## src/rtl/sap1_ram_arbiter.sv

```systemverilog
// -----------------------------------------------------------------------------
// sap1_ram_arbiter
//
// Sequences and shares the SAP-1 16-word RAM (two 16x4 chips with active-low
// strobes forming one 8-bit word) between two requesters:
//   - the CPU port (read or write), eligible only when prog = 0
//   - the loader port (write only), fed by the front-panel switches
// The loader has fixed priority over the CPU. A granted transaction always
// runs to completion; only rst can cut it short.
//
// Ports:
//   clk, rst        system clock, synchronous active-high reset
//   prog            1 = programming mode (CPU requests held off)
//   cpu_req/cpu_we/cpu_addr/cpu_wdata   CPU request, sampled at grant
//   cpu_ack         one-cycle completion pulse for the CPU
//   cpu_rdata       last CPU read result, valid from the cpu_ack cycle onward
//   ld_req/ld_addr/ld_wdata             loader write request, sampled at grant
//   ld_ack          one-cycle completion pulse for the loader
//   busy            high whenever the sequencer is not idle
//   ram_a/ram_d     registered RAM address and write data (both chips)
//   ram_n_ce/ram_n_we  registered active-low chip enable / write enable
//   ram_q           RAM read data, {high chip, low chip}
//
// Write timing: address/data and n_ce change together on entry to WR_SETUP,
// n_we falls one cycle later, rises one cycle before n_ce rises, so n_we
// never moves in the same cycle as address, data or n_ce.
// -----------------------------------------------------------------------------
module sap1_ram_arbiter #(
    parameter int ADDR_W   = 4,
    parameter int DATA_W   = 8,
    parameter int WE_PULSE = 1
) (
    input  logic              clk,
    input  logic              rst,
    input  logic              prog,
    input  logic              cpu_req,
    input  logic              cpu_we,
    input  logic [ADDR_W-1:0] cpu_addr,
    input  logic [DATA_W-1:0] cpu_wdata,
    output logic              cpu_ack,
    output logic [DATA_W-1:0] cpu_rdata,
    input  logic              ld_req,
    input  logic [ADDR_W-1:0] ld_addr,
    input  logic [DATA_W-1:0] ld_wdata,
    output logic              ld_ack,
    output logic              busy,
    output logic [ADDR_W-1:0] ram_a,
    output logic [DATA_W-1:0] ram_d,
    output logic              ram_n_ce,
    output logic              ram_n_we,
    input  logic [DATA_W-1:0] ram_q
);

    // Pulse counter is wide enough for the full 1..15 legal range.
    localparam int              CNT_W      = 4;
    localparam logic [CNT_W-1:0] CNT_ZERO  = 4'd0;
    localparam logic [CNT_W-1:0] CNT_ONE   = 4'd1;
    localparam logic [CNT_W-1:0] PULSE_LAST = CNT_W'(WE_PULSE - 1);

    typedef enum logic [2:0] {
        ST_IDLE     = 3'd0,
        ST_RD       = 3'd1,
        ST_WR_SETUP = 3'd2,
        ST_WR_PULSE = 3'd3,
        ST_WR_HOLD  = 3'd4,
        ST_DONE     = 3'd5
    } state_t;

    state_t              state_r;
    state_t              state_nxt_s;
    logic                grant_ld_s;
    logic                grant_cpu_s;

    logic                owner_ld_r;
    logic [CNT_W-1:0]    cnt_r;
    logic [ADDR_W-1:0]   ram_a_r;
    logic [DATA_W-1:0]   ram_d_r;
    logic [DATA_W-1:0]   cpu_rdata_r;

    logic                ram_n_ce_r;
    logic                ram_n_we_r;
    logic                cpu_ack_r;
    logic                ld_ack_r;
    logic                busy_r;

    logic                n_ce_nxt_s;
    logic                n_we_nxt_s;
    logic                cpu_ack_nxt_s;
    logic                ld_ack_nxt_s;
    logic                busy_nxt_s;

    // State register.
    always_ff @(posedge clk) begin
        if (rst) begin
            state_r <= ST_IDLE;
        end else begin
            state_r <= state_nxt_s;
        end
    end

    // Next-state logic and arbitration (loader beats CPU, prog gates CPU).
    always_comb begin
        state_nxt_s = state_r;
        grant_ld_s  = 1'b0;
        grant_cpu_s = 1'b0;
        case (state_r)
            ST_IDLE: begin
                if (ld_req) begin
                    grant_ld_s  = 1'b1;
                    state_nxt_s = ST_WR_SETUP;
                end else if (cpu_req && !prog) begin
                    grant_cpu_s = 1'b1;
                    state_nxt_s = cpu_we ? ST_WR_SETUP : ST_RD;
                end else begin
                    state_nxt_s = ST_IDLE;
                end
            end
            ST_RD:       state_nxt_s = ST_DONE;
            ST_WR_SETUP: state_nxt_s = ST_WR_PULSE;
            ST_WR_PULSE: begin
                if (cnt_r == CNT_ZERO) begin
                    state_nxt_s = ST_WR_HOLD;
                end else begin
                    state_nxt_s = ST_WR_PULSE;
                end
            end
            ST_WR_HOLD:  state_nxt_s = ST_DONE;
            ST_DONE:     state_nxt_s = ST_IDLE;
            default:     state_nxt_s = ST_IDLE;
        endcase
    end

    // Output decode from the next state, so the registered strobes line up
    // with the state they belong to.
    always_comb begin
        n_ce_nxt_s    = 1'b1;
        n_we_nxt_s    = 1'b1;
        cpu_ack_nxt_s = 1'b0;
        ld_ack_nxt_s  = 1'b0;
        busy_nxt_s    = (state_nxt_s != ST_IDLE);
        case (state_nxt_s)
            ST_IDLE: begin
                n_ce_nxt_s = 1'b1;
            end
            ST_RD, ST_WR_SETUP, ST_WR_HOLD: begin
                n_ce_nxt_s = 1'b0;
            end
            ST_WR_PULSE: begin
                n_ce_nxt_s = 1'b0;
                n_we_nxt_s = 1'b0;
            end
            ST_DONE: begin
                if (owner_ld_r) begin
                    ld_ack_nxt_s = 1'b1;
                end else begin
                    cpu_ack_nxt_s = 1'b1;
                end
            end
            default: begin
                n_ce_nxt_s = 1'b1;
            end
        endcase
    end

    // Registered control outputs.
    always_ff @(posedge clk) begin
        if (rst) begin
            ram_n_ce_r <= 1'b1;
            ram_n_we_r <= 1'b1;
            cpu_ack_r  <= 1'b0;
            ld_ack_r   <= 1'b0;
            busy_r     <= 1'b0;
        end else begin
            ram_n_ce_r <= n_ce_nxt_s;
            ram_n_we_r <= n_we_nxt_s;
            cpu_ack_r  <= cpu_ack_nxt_s;
            ld_ack_r   <= ld_ack_nxt_s;
            busy_r     <= busy_nxt_s;
        end
    end

    // Grant-time capture of owner/address/data, pulse counter, read buffer.
    always_ff @(posedge clk) begin
        if (rst) begin
            owner_ld_r  <= 1'b0;
            cnt_r       <= CNT_ZERO;
            ram_a_r     <= {ADDR_W{1'b0}};
            ram_d_r     <= {DATA_W{1'b0}};
            cpu_rdata_r <= {DATA_W{1'b0}};
        end else begin
            if (grant_ld_s) begin
                owner_ld_r <= 1'b1;
                ram_a_r    <= ld_addr;
                ram_d_r    <= ld_wdata;
            end else if (grant_cpu_s) begin
                owner_ld_r <= 1'b0;
                ram_a_r    <= cpu_addr;
                ram_d_r    <= cpu_wdata;
            end

            // Loaded while in WR_SETUP so it holds WE_PULSE-1 on the first
            // WR_PULSE cycle; the pulse ends on the cycle it reads zero.
            if (state_r == ST_WR_SETUP) begin
                cnt_r <= PULSE_LAST;
            end else if ((state_r == ST_WR_PULSE) && (cnt_r != CNT_ZERO)) begin
                cnt_r <= cnt_r - CNT_ONE;
            end

            // Only CPU reads visit RD; the captured word is presented in DONE
            // and held until the next CPU read.
            if (state_r == ST_RD) begin
                cpu_rdata_r <= ram_q;
            end
        end
    end

    assign ram_a     = ram_a_r;
    assign ram_d     = ram_d_r;
    assign ram_n_ce  = ram_n_ce_r;
    assign ram_n_we  = ram_n_we_r;
    assign cpu_ack   = cpu_ack_r;
    assign ld_ack    = ld_ack_r;
    assign busy      = busy_r;
    assign cpu_rdata = cpu_rdata_r;

endmodule

```

## config.mk

```make
export PLATFORM = sky130hd
export DESIGN_NAME = sap1_ram_arbiter
export DESIGN_NICKNAME = d
export VERILOG_FILES = /design/src/rtl/sap1_ram_arbiter.sv
export SDC_FILE = /design/constraint.sdc
export NUM_CORES = 1
export LEC_CHECK = 0
export CORE_UTILIZATION = 39
export DETAILED_ROUTE_END_ITERATION = 8
export PLACE_DENSITY = 0.76
export SYNTH_ARGS = -nofsm -noshare
export SYNTH_HDL_FRONTEND = slang
export SYNTH_SLANG_ARGS = --single-unit
```

## constraint.sdc

```tcl
create_clock -name clk -period 1.5 [get_ports clk]
set_input_delay 0.3 -clock clk [delete_from_list [all_inputs] [get_ports clk]]
set_output_delay 0.3 -clock clk [all_outputs]
set_load 0.02 [all_outputs]
```

After elaboration in Yosys (flattened, before gate mapping)
Index checks and enable logic that the tools add are counted.

Logic and storage cells: 54. Bits in registers: 33. Output and inout port bits: 25.

Multiplexer cells: 20. Bitwise logic cells: 1. Add/subtract/negate cells: 1. Reduce and logical (&&, ||, !) cells: 12. Equal/unequal tests: 9.

Operators with widths (number): 8-bit two-way mux (2); 3-bit by 2-bit equality test with 1-bit output, second input constant (4); 3-bit one-hot mux with 4 select lines (1); 1-bit two-way mux (11); 3-bit equality test, second input constant (3); 4-bit two-way mux (2); 3-bit by 1-bit equality test with 1-bit output, second input constant (2); 2-bit two-way mux (3); 2-bit OR reduction (3); 4-bit logical NOT (1); 4-bit nonzero test (1); 4-bit OR reduction (1); 4-bit by 1-bit subtractor with 4-bit output, second input constant (1); 3-bit logical NOT (1); 3-bit two-way mux (1); 3-bit nonzero test (1); 1-bit logical AND (2); 2-bit nonzero test (1); 1-bit logical NOT (1); 1-bit NOT (1).

Depth between registers and ports, before layout
Gate-level depths: netlist (run 1).

Depth in word-level cells: 8. Mapped depth: 6. Depth with buffers taken out: 5.

Worst setup path after synthesis (run 1)
No wires, ideal clock.

Path kind: reg-to-reg. From: register cnt_r[0]. To: register ram_n_we_r (netlist: ram_n_we). Clock period less this slack: 1432 ps. Data required time: 1377 ps. Library setup time: 123 ps. Buffers on the path: 0. Arrival: 1309 ps. Stages on the path, launching flop included: 6. Slack: 68 ps. Path through: dfxtp_1 > inv_1 > ha_1 > nor3b_2 > a211o_1 > or2_2.

Word-level cells in the longest chain between the ends: 5.

RTL lines: start: declaration (RTL line 75) `logic [CNT_W-1:0] cnt_r;`; start signal: assignment (RTL line 206) `cnt_r <= cnt_r - CNT_ONE;`; 4-bit logical NOT (RTL line 121) `if (cnt_r == CNT_ZERO) begin`; 3-bit two-way mux (RTL line 121); 3-bit one-hot mux with 4 select lines (RTL line 106) `case (state_r)`; 3-bit by 2-bit equality test with 1-bit output (RTL line 141) `case (state_nxt_s)`; 1-bit two-way mux (RTL line 141); end signal: assignment (RTL line 175) `ram_n_we_r <= n_we_nxt_s;`; end: declaration (RTL line 81) `logic ram_n_we_r;`.

Every way passes these cells. A chain may end at the register's enable or synchronous reset.

Worst setup path in the final report (run 1)
From: input ld_req. To: register ram_d_r[5] (netlist: ram_d[5]).

Word-level cells in the longest chain between the ends: 3. Elaborated cells on any way between the ends: 6. Those cells by class: 5 x mux; 1 x reduce/logical.

RTL lines: start: declaration (RTL line 42) `input logic ld_req,`; 1-bit two-way mux (RTL line 108) `if (ld_req) begin`; 1-bit two-way mux (RTL line 106); 8-bit two-way mux / 2-bit nonzero test (equally long branches); end signal: assignment (RTL line 188) `ram_d_r <= {DATA_W{1'b0}};`; end signal: assignment (RTL line 194) `ram_d_r <= ld_wdata;`; end signal: assignment (RTL line 198) `ram_d_r <= cpu_wdata;`; end: declaration (RTL line 77) `logic [DATA_W-1:0] ram_d_r;`.

Parallel ways exist; a longest one is shown, timed or not.

==> qor.csv, run 1 <==
metric;value;unit
outcome;finished, final reports clean;
synth_top_area_share;42.2;%
yosys.area_share.adder;0.799;%
fin_crit_sh;98.9;%
hp-class;reg -> reg;
crit_start;ld_req;
die_h;65.4;um
seq_area_frac_synth;42.2;%
rr_worst_depth;5;
min_period;1.48;ns
yosys.area_share.simple;12.4;%
dr_wl_met3;266;um
yosysTopAreaCell;dfxtp_1;
ys_seq_elements;33;
post_route_cells_drive_above_1_share;21.8;%
power;3.72;mW
synth_cell_types;33;
crit_fanout;16;
reg2reg_setup_slack;0.06;ns
tightest_slew;0.435;ns
timing.rr.start;cnt_r[0];
post-route-util;64.5;%
rsz0062_at_grt;yes;
netlist_area;1570;um^2
dp_slack;-0.286;ns
highest_layer;met4;
synth_compound_area_share;19.8;%
postSynthAreaPerCell;9.61;um^2
route.detailed.wl_per_inst;13.0;um
p_leak;1.08;nW
cts-buffers-inserted;5;
drc;0;
synth.area.top_cells;dfxtp_1 (42%), a211oi_1 (12%), mux2_2 (8.6%);
rows;22;
grt_first_pass_wirelength;6100;um
grtUsageTotal;18.8;%
drt_first_iter_violations;66;
rr_endpoint;cnt_r[3];
clock_latency;0.29;ns
hold_viol;0;
ys_async_sr_fraction;0;%
p_sw_share;36.2;%
grt_antenna_before_repair;0;
num_vias;1463;
synth_mux_area_share;13.7;%
die_area;4270;um^2
drt_wl_total;3710;um
slew_headroom;71.0;%
clock_path_buffers;2;
wl_met1;1660;um
cts_setup_buffers;0;
gp_congestion;0.731;
antennaDiodeCount;0;
critPathCapture;ram_d[5];
finalSetupViolations;0;
fp.dieW;65.4;um
end_kind;flop;
synth_top_family_by_area;compound AO/OA/AOI/OAI gates;
cts_sinks;33;
synthTopCellsByCount;dfxtp_1 (33), a211oi_1 (24), inv_1 (18);
required;1.69;ns
cellInternalPower;2.37;mW
skew;0.00333;ns
place_inst;278;
pwr-share-clk;19.6;%
cts_tree;built;
pwr_density_cell;1540;nW/um^2
final.fill_count;321;
slew_viol_final;0;
ys_warn_count;0;
overflow;0;
ir_worst_vdd;0.939;mV
yosysMostFrequentCell;dfxtp_1;
max_freq;0.674;GHz
syn_nets;202;
synth_edf_count;0;
p_sw;1.35;mW
ant_nets;0;
initial_core_util;41.8;%
p_seq_share;34.1;%
ctsHtreeMaxLevel;2;
core_region_area;3740;um^2
wl_met2;1710;um
max-cap-violations;0;
crit_type;in -> reg;
fin_ws;0.0171;ns
fin_setup_tns;0;ns
portBuffers;62;
grt_max_degree;17;
syn2layout_area_growth;54.2;%
critPathArrivalTime;1.67;ns
pwr-share-comb;46.3;%
synthCells;163;
clockRootBuffer;clkbuf_8;
grt_pass1_vias;1441;
dpl.hpwl;2720;um
nNetsFinal;276;
final_cells;286;
synth_xor_area_share;0.559;%
vias_per_cell;5.12;
path_clk_slew;0.06;ns
synthFlopType;dfxtp_1;
firstDrtPassIters;4;
cp-start-kind;primary input;
io_pins;63;
==> stage by stage <==
step                      instance area [um^2]  hold slack, ns
final                                     2420           0.442
after global routing                      2420           0.472
after CTS                                 2390           0.440
after detailed placement                  2310           0.429
after global placement                    2310           0.427
after floorplan                           1570           0.406
==> how the worst min path moves through the flow <==
| stage | startpoint | end | slack (ns) | depth (start not counted) |
|---|---|---|---|---|
| final | owner_ld_r | cpu_ack | 0.44 | 1 |
| after global routing | owner_ld_r | cpu_ack | 0.47 | 1 |
| after CTS | owner_ld_r | cpu_ack | 0.44 | 1 |
| after detailed placement | owner_ld_r | cpu_ack | 0.43 | 1 |
| after global placement | owner_ld_r | cpu_ack | 0.43 | 1 |
| after floorplan | owner_ld_r | cpu_ack | 0.41 | 1 |
==> per-layer routing <==
layer	vias up	global-route usage, %
li1	724	-
met1	683	22.5
met2	47	30.5
met3	9	6.42
met4	0	7.34
met5	-	0
==> cells by family (layout without fill, tap and decap cells) <==
group                      count (synthesis)  after routing
AOI/OAI and AO/OA                         45             45
DFF                                       33             33
buffers and inverters                     32            107
and+or+nand+nor                           31             31
muxes                                     20             20
adders and majority gates                  1              1
xor gates and xnor gates                   1              1
==> sequential cells by signal, indices dropped and copies added (netlist names) <==
signal,flops
cnt_r,4
ram_n_ce,1
cpu_ack,1
cpu_rdata,8
state_r,3
owner_ld_r,1
ram_n_we,1
ld_ack,1
busy,1
ram_a,4
ram_d,8
==> repair_timing <==
item | 4_1_cts | 5_1_grt
pin swaps | 0 | 1
endpoints found under the setup margin | 22 | 18
resized for setup | 22 | 9
hold buffers | 0 | 0
==> area by class of cell <==
class / count / area, um^2 / share of cell area [%]
inverters: 18 / 67.6 / 2.80
flip-flops and latches: 33 / 663 / 27.4
clock inverters: 1 / 5.00 / 0.207
repair buffers: 81 / 759 / 31.4
multi-input cells: 98 / 764 / 31.6
clock buffers: 7 / 96.3 / 3.99
well taps: 48 / 60.1 / 2.49
==> worst max-delay path: stages <==
cell and delay, ns:
clkdlybuf4s50_1 0.45, buf_12 0.17, inv_1 0.33, a211oi_1 0.14
a211oi_1 0.27
==> power by group through the flow <==
| stage | clock (mW) | sequential, mW | combinational (mW) |
|---|---|---|---|
| after detailed placement | 0 | 1.29 | 1.84 |
| after CTS | 0.742 | 1.27 | 1.74 |
| after global routing | 0.794 | 1.30 | 1.87 |
| after global placement | 0 | 1.29 | 1.81 |
| after floorplan | 0 | 1.50 | 0.896 |
| final | 0.731 | 1.27 | 1.72 |
==> layout by cell type (no fill, tap or decap), drive strengths merged <==
cell type,Yosys,layout
inv,18,18
or2,1,1
or4b,1,1
nor2,12,12
nand3b,1,1
mux2,12,12
dlymetal6s2s,0,4
dlygate4sd2,0,21
or4,2,2
a211oi,24,24
nand3,1,1
o21ai,7,7
nand2,2,2
clkbuf,4,7
ha,1,1
buf,10,19
a21o,2,2
o31ai,2,2
dfxtp,33,33
clkinv,0,1
or3,5,5
mux2i,8,8
a211o,3,3
nor3,1,1
nand2b,1,1
clkdlybuf4s50,0,37
xnor2,1,1
and4b,1,1
a21oi,7,7
nor3b,2,2
nor2b,1,1
No activity file was read; power rests on OpenSTA's default activity.
==> run 2: changes to the inputs <==
- CAP_MARGIN: not set -> 20
- GPL_ROUTABILITY_DRIVEN: not set -> 0
==> results of run 2 <==
No change in the layout: final DEF, timing and power equal those of run 1.
